## src/rtl/pipe_stage_reg_pkg.sv

```systemverilog
`default_nettype none
// +----------------------------------------------------------------------+
// | pipe_pkg                                                             |
// | Shared state encodings and helpers for pipeline stage registers.     |
// | Rev 1.0 - initial release                                            |
// +----------------------------------------------------------------------+
package pipe_pkg;

   // Occupancy-coded states: the encoding value is the held-entry count
   localparam logic [1:0] EMPTY = 2'd0;
   localparam logic [1:0] ONE   = 2'd1;
   localparam logic [1:0] FULL  = 2'd2;

   localparam int OCC_W = 2;

   typedef enum logic [1:0] {
      S_EMPTY = EMPTY,
      S_ONE   = ONE,
      S_FULL  = FULL
   } state_e;

   // Number of held entries for a given state
   function automatic logic [OCC_W-1:0] occ_of(input state_e s);
      return logic'(s == S_FULL) ? FULL : (s == S_ONE) ? ONE : EMPTY;
   endfunction

endpackage : pipe_pkg
`default_nettype wire

```

## src/rtl/pipe_stage_reg_if.sv

```systemverilog
`default_nettype none
// +----------------------------------------------------------------------+
// | pipe_stage_reg_if                                                    |
// | Valid/ready handshake bundle around one pipeline stage register.     |
// | master = surrounding pipeline, slave = the stage register itself.    |
// | Rev 1.0 - initial release                                            |
// +----------------------------------------------------------------------+
interface pipe_stage_reg_if
   import pipe_pkg::*;
#(
   parameter int WIDTH = 32
);
   logic             flush;
   logic             in_valid;
   logic             in_ready;
   logic [WIDTH-1:0] in_data;
   logic             out_valid;
   logic             out_ready;
   logic [WIDTH-1:0] out_data;
   logic [OCC_W-1:0] occupancy;

   modport master (
      output flush, in_valid, in_data, out_ready,
      input  in_ready, out_valid, out_data, occupancy
   );

   modport slave (
      input  flush, in_valid, in_data, out_ready,
      output in_ready, out_valid, out_data, occupancy
   );
endinterface : pipe_stage_reg_if
`default_nettype wire

```

## src/rtl/pipe_stage_reg.sv

```systemverilog
`default_nettype none
// +----------------------------------------------------------------------+
// | pipe_stage_reg                                                       |
// | Two-entry skid-buffered pipeline register with synchronous flush.    |
// | in_ready depends on registered state only, breaking the ready path.  |
// | Rev 1.0 - initial release                                            |
// +----------------------------------------------------------------------+
module pipe_stage_reg
   import pipe_pkg::*;
#(
   parameter int WIDTH      = 32,
   parameter bit CLEAR_DATA = 1'b1
) (
   input  wire logic        clk,
   input  wire logic        rst,    // asynchronous, active-low
   pipe_stage_reg_if.slave  bus
);

   state_e           state_q;
   logic [WIDTH-1:0] main_q;
   logic [WIDTH-1:0] skid_q;

   logic w_in_ready;
   logic w_out_valid;
   logic w_in_xfer;
   logic w_out_xfer;

   // Handshake flags decoded purely from the registered state
   assign w_in_ready  = (state_q != S_FULL);
   assign w_out_valid = (state_q != S_EMPTY);
   assign w_in_xfer   = bus.in_valid  & w_in_ready;
   assign w_out_xfer  = bus.out_ready & w_out_valid;

   assign bus.in_ready  = w_in_ready;
   assign bus.out_valid = w_out_valid;
   assign bus.out_data  = main_q;
   assign bus.occupancy = occ_of(state_q);

   // Stage FSM: flush beats every transfer; skid holds the second entry
   always_ff @(posedge clk or negedge rst) begin
      if (!rst) begin
         state_q <= S_EMPTY;
         main_q  <= '0;
         skid_q  <= '0;
      end else if (bus.flush) begin
         state_q <= S_EMPTY;
         if (CLEAR_DATA) begin
            main_q <= '0;
            skid_q <= '0;
         end
      end else begin
         case (state_q)
            S_EMPTY: begin
               if (w_in_xfer) begin
                  main_q  <= bus.in_data;
                  state_q <= S_ONE;
               end
            end
            S_ONE: begin
               if (w_in_xfer && w_out_xfer) begin
                  main_q <= bus.in_data;
               end else if (w_in_xfer) begin
                  skid_q  <= bus.in_data;
                  state_q <= S_FULL;
               end else if (w_out_xfer) begin
                  state_q <= S_EMPTY;
               end
            end
            S_FULL: begin
               if (w_out_xfer) begin
                  main_q  <= skid_q;
                  state_q <= S_ONE;
               end
            end
            default: state_q <= S_EMPTY;
         endcase
      end
   end

endmodule : pipe_stage_reg
`default_nettype wire

```

## src/flat_wrapper.sv

```systemverilog
// flat-port wrapper written by rule: the top's interface ports become plain ports
module pipe_stage_reg_flat import pipe_pkg::*;
#(
   parameter int WIDTH      = 32,
   parameter bit CLEAR_DATA = 1'b1
)
  (clk, rst, bus_flush, bus_in_valid, bus_in_data, bus_out_ready, bus_in_ready, bus_out_valid, bus_out_data, bus_occupancy);
  pipe_stage_reg_if #(.WIDTH(WIDTH)) bus_i ();
  input  wire logic clk;
  input  wire logic rst;
  input wire logic [$bits(bus_i.flush)-1:0] bus_flush;
  input wire logic [$bits(bus_i.in_valid)-1:0] bus_in_valid;
  input wire logic [$bits(bus_i.in_data)-1:0] bus_in_data;
  input wire logic [$bits(bus_i.out_ready)-1:0] bus_out_ready;
  output wire logic [$bits(bus_i.in_ready)-1:0] bus_in_ready;
  output wire logic [$bits(bus_i.out_valid)-1:0] bus_out_valid;
  output wire logic [$bits(bus_i.out_data)-1:0] bus_out_data;
  output wire logic [$bits(bus_i.occupancy)-1:0] bus_occupancy;
  assign bus_i.flush = bus_flush;
  assign bus_i.in_valid = bus_in_valid;
  assign bus_i.in_data = bus_in_data;
  assign bus_i.out_ready = bus_out_ready;
  assign bus_in_ready = bus_i.in_ready;
  assign bus_out_valid = bus_i.out_valid;
  assign bus_out_data = bus_i.out_data;
  assign bus_occupancy = bus_i.occupancy;
  pipe_stage_reg #(.WIDTH(WIDTH), .CLEAR_DATA(CLEAR_DATA)) u_core (.clk(clk), .rst(rst), .bus(bus_i));
endmodule
```

## config.mk

```make
export PLATFORM = sky130hd
export DESIGN_NAME = pipe_stage_reg_flat
export DESIGN_NICKNAME = d
export VERILOG_FILES = /design/src/rtl/pipe_stage_reg_pkg.sv /design/src/rtl/pipe_stage_reg_if.sv /design/src/rtl/pipe_stage_reg.sv /design/src/flat_wrapper.sv
export SDC_FILE = /design/constraint.sdc
export NUM_CORES = 1
export LEC_CHECK = 0
export ABC_AREA = 1
export CAP_MARGIN = 20
export CORE_ASPECT_RATIO = 1.25
export CORE_MARGIN = 10
export CORE_UTILIZATION = 30
export DETAILED_ROUTE_END_ITERATION = 8
export GPL_TIMING_DRIVEN = 0
export PLACE_DENSITY = 0.61
export SETUP_SLACK_MARGIN = 0.05
export SYNTH_ARGS = -nofsm -noshare
export SYNTH_HDL_FRONTEND = slang
export SYNTH_SLANG_ARGS = --single-unit
```

## constraint.sdc

```tcl
create_clock -name clk -period 1.9 [get_ports clk]
set_input_delay 0.19 -clock clk [delete_from_list [all_inputs] [get_ports clk]]
set_output_delay 0.19 -clock clk [all_outputs]
set_load 0.005 [all_outputs]
```

==> impl_metrics.yaml <==
floorplanning:
  io_pins: 73
  coreArea_um2: 10700
  die_h_um: 138
  initial_utilization_pct: 31.0
  fp.dieArea_um2: 15700
  rows: 42
  die_x_um: 114
synth:
  async_flop_share_pct: 100
  synth_largest_area_cell: "dfrtp_1"
  synth_top_area_share_pct: 49.7
  synth_area_um2: 3320
  synth_commonest_cells: "nand2_1, nor2_1, dfrtp_1"
  synth_most_common_cell: "nand2_1"
  synth_area_leaders: "dfrtp_1, nand2_1, nor2_1"
  synth_edf_count: 0
  avgSynthCellArea_um2: 7.79
  ys.flop_type: "dfrtp_1"
  synth_warnings: 0
  synth.distinct_cells: 21
  synth_seq_cells: 66
  synthCells: 427
  yosysSeqAreaShare_pct: 49.7
  syn-num-nets: 468
clock_network:
  clkTransAtPathRegs_ps: 50
  cts_tree: "built"
  cts_sinks: 66
  clock_path_buffers: 2
  clock_latency_ps: 330
  postCtsHoldBufs: 0
  root_buffer: "clkbuf_16"
  cts_buffers: 9
  h-tree-depth: 3
worst_setup_path:
  r2r_setup_slack_ps: 150
  cp-start-kind: "flop"
  critPathRequiredTime_ps: 1710
  endpoint_kind: "output pin"
  cp.arrival_ps: 1640
  path_max_fanout: 3
  r2r_start: "u_core.state_q[1]$_DFFE_PN0P_"
  path_class: "reg2out"
  reg2reg_depth: 8
  r2r_end: "u_core.bus.out_data[0]$_DFFE_PN0P_"
sta:
  fin_skew_ps: 8.25
  finalHoldViolations: 28
  fin_setup_tns_ps: 0
  slew_violations: 0
  hold_ws_ps: -46.2
  final.period_utilization_pct: 96.3
  tightest_slew_ps: 866
  setup_violations: 0
  rsz0062_at_grt: "true"
  relSlewSlack_pct: 42.3
  period_minus_slack_ps: 1830
  timing.fmax_mhz: 547
drt:
  ant_nets: 0
  drc: 0
  drt_wl_total_mm: 9.76
  drt_iter0_markers: 175
  via_count: 3128
  via_per_inst: 4.81
  first_pass_iters: 4
  wire_per_inst_um: 15.0
power:
  ir_drop_mv: 0.653
  power_density_nw_per_um2: 1360
  power.total_mw: 6.23
  power.leakage_nw: 2.38
finish:
  drive_gt1_share_pct: 11.8
  utilization_pct: 42.7
  layoutNonFillerInstCount: 650
  syn_to_final_growth_pct: 37.6
  num-nets-final: 554
  antennaDiodeCount: 0
placed_design:
  gp_congestion: 0.825
  io_buffers: 72
  dp_hpwl_mm: 6.91
  dp_cells: 631
run_status:
  failed_checks: "hold timing"
  status: "finished, violations left"
grt:
  grt_overflow: 0
  antenna_found_initial: 0
  grt_max_degree: 67
  grt_pass1_wl_mm: 16.2
  grt_util_all_layers_pct: 12.7
  grt_pass1_vias: 3304
run:
  maxCapViolCount: 0
worst_hold_path:
  hp-class: "in2async"
-- power breakdown --
group / leakage (nW) / total, mW / switching, mW / internal (mW)
Sequential: 0.882 / 2.12 / 0.259 / 1.86
Clock: 0.149 / 1.67 / 0.618 / 1.05
Combinational: 1.35 / 2.44 / 1.22 / 1.22
-- routing by layer --
layer,up-vias,share of wire [%],track usage [%]
li1,1570,-,-
met1,1451,42,15.0
met2,89,49,20.9
met3,18,6.3,3.26
met4,0,2.8,6.62
met5,-,0,0
-- worst max-delay path, cell delays in order (launching register included) --
cell,delay [ps]
dfrtp_1,380
buf_4,150
inv_1,100
ha_4,170
clkdlybuf4s50_1,520
-- flip-flops by register name (all words and copies together) (netlist names) --
| name | count |
|---|---|
| u_core.bus.out_data | 32 |
| u_core.skid_q | 32 |
| u_core.state_q | 2 |
-- final cells by class --
cell class,instances,area (um^2)
timing repair buffer,75,742
clock buffer,10,239
sequential,66,1650
inverter,9,36.3
buffer,32,200
tap,132,165
fill,1098,6150
multi-input combinational,320,1480
clock inverter,6,65.1
-- stage by stage --
stage / hold WS [ps] / area [um^2] / setup slack (ps)
after CTS: 14.4 / 4530 / 5.09
after global placement: 462 / 4210 / -1640
after floorplan: -106 / 3320 / 363
after global routing: 55.2 / 4570 / 15.4
after detailed placement: 366 / 4210 / -98.4
final: -46.2 / 4570 / 70.7
-- timing repair --
action | CTS | global route
setup buffers | 2 | 1
pin swaps | 0 | 0
endpoints found under the hold margin | 0 | 0
endpoints found under the setup margin | 1 | 18
gates resized for setup | 4 | 12
-- placed cells by master, fill, tap and decap left out, types with 7 or more instances in the layout --
cell type and n:
clkdlybuf4s50_1 69, buf_2 16, nand3_1 34, buf_4 7
nand4_1 32, nand2_1 143, clkbuf_16 9, nor2_1 67
dfrtp_1 66, o21ai_0 31
-- logic make-up after synthesis --
group | after synthesis | share of synthesized area, %
AND/OR/NAND/NOR | 283 | 37.2
buffers and inverters | 41 | 6.55
flip-flops | 66 | 49.7
AO/OA/AOI/OAI | 33 | 5.08
adder cells (fa/ha/maj) | 4 | 1.51
-- how the worst max path moves through the flow --
stage | start | to | depth (start not counted)
after floorplan | u_core.state_q[0]$_DFFE_PN0P_ | u_core.bus.out_data[31]$_DFFE_PN0P_ | 10
after detailed placement | u_core.state_q[0]$_DFFE_PN0P_ | bus_in_ready | 6
after global placement | rst | u_core.bus.out_data[27]$_DFFE_PN0P_ | 1
after global routing | u_core.state_q[1]$_DFFE_PN0P_ | bus_occupancy[0] | 4
after CTS | u_core.state_q[1]$_DFFE_PN0P_ | bus_occupancy[0] | 4
final | u_core.state_q[1]$_DFFE_PN0P_ | bus_occupancy[0] | 4
Power figures use the tool's default switching activity.
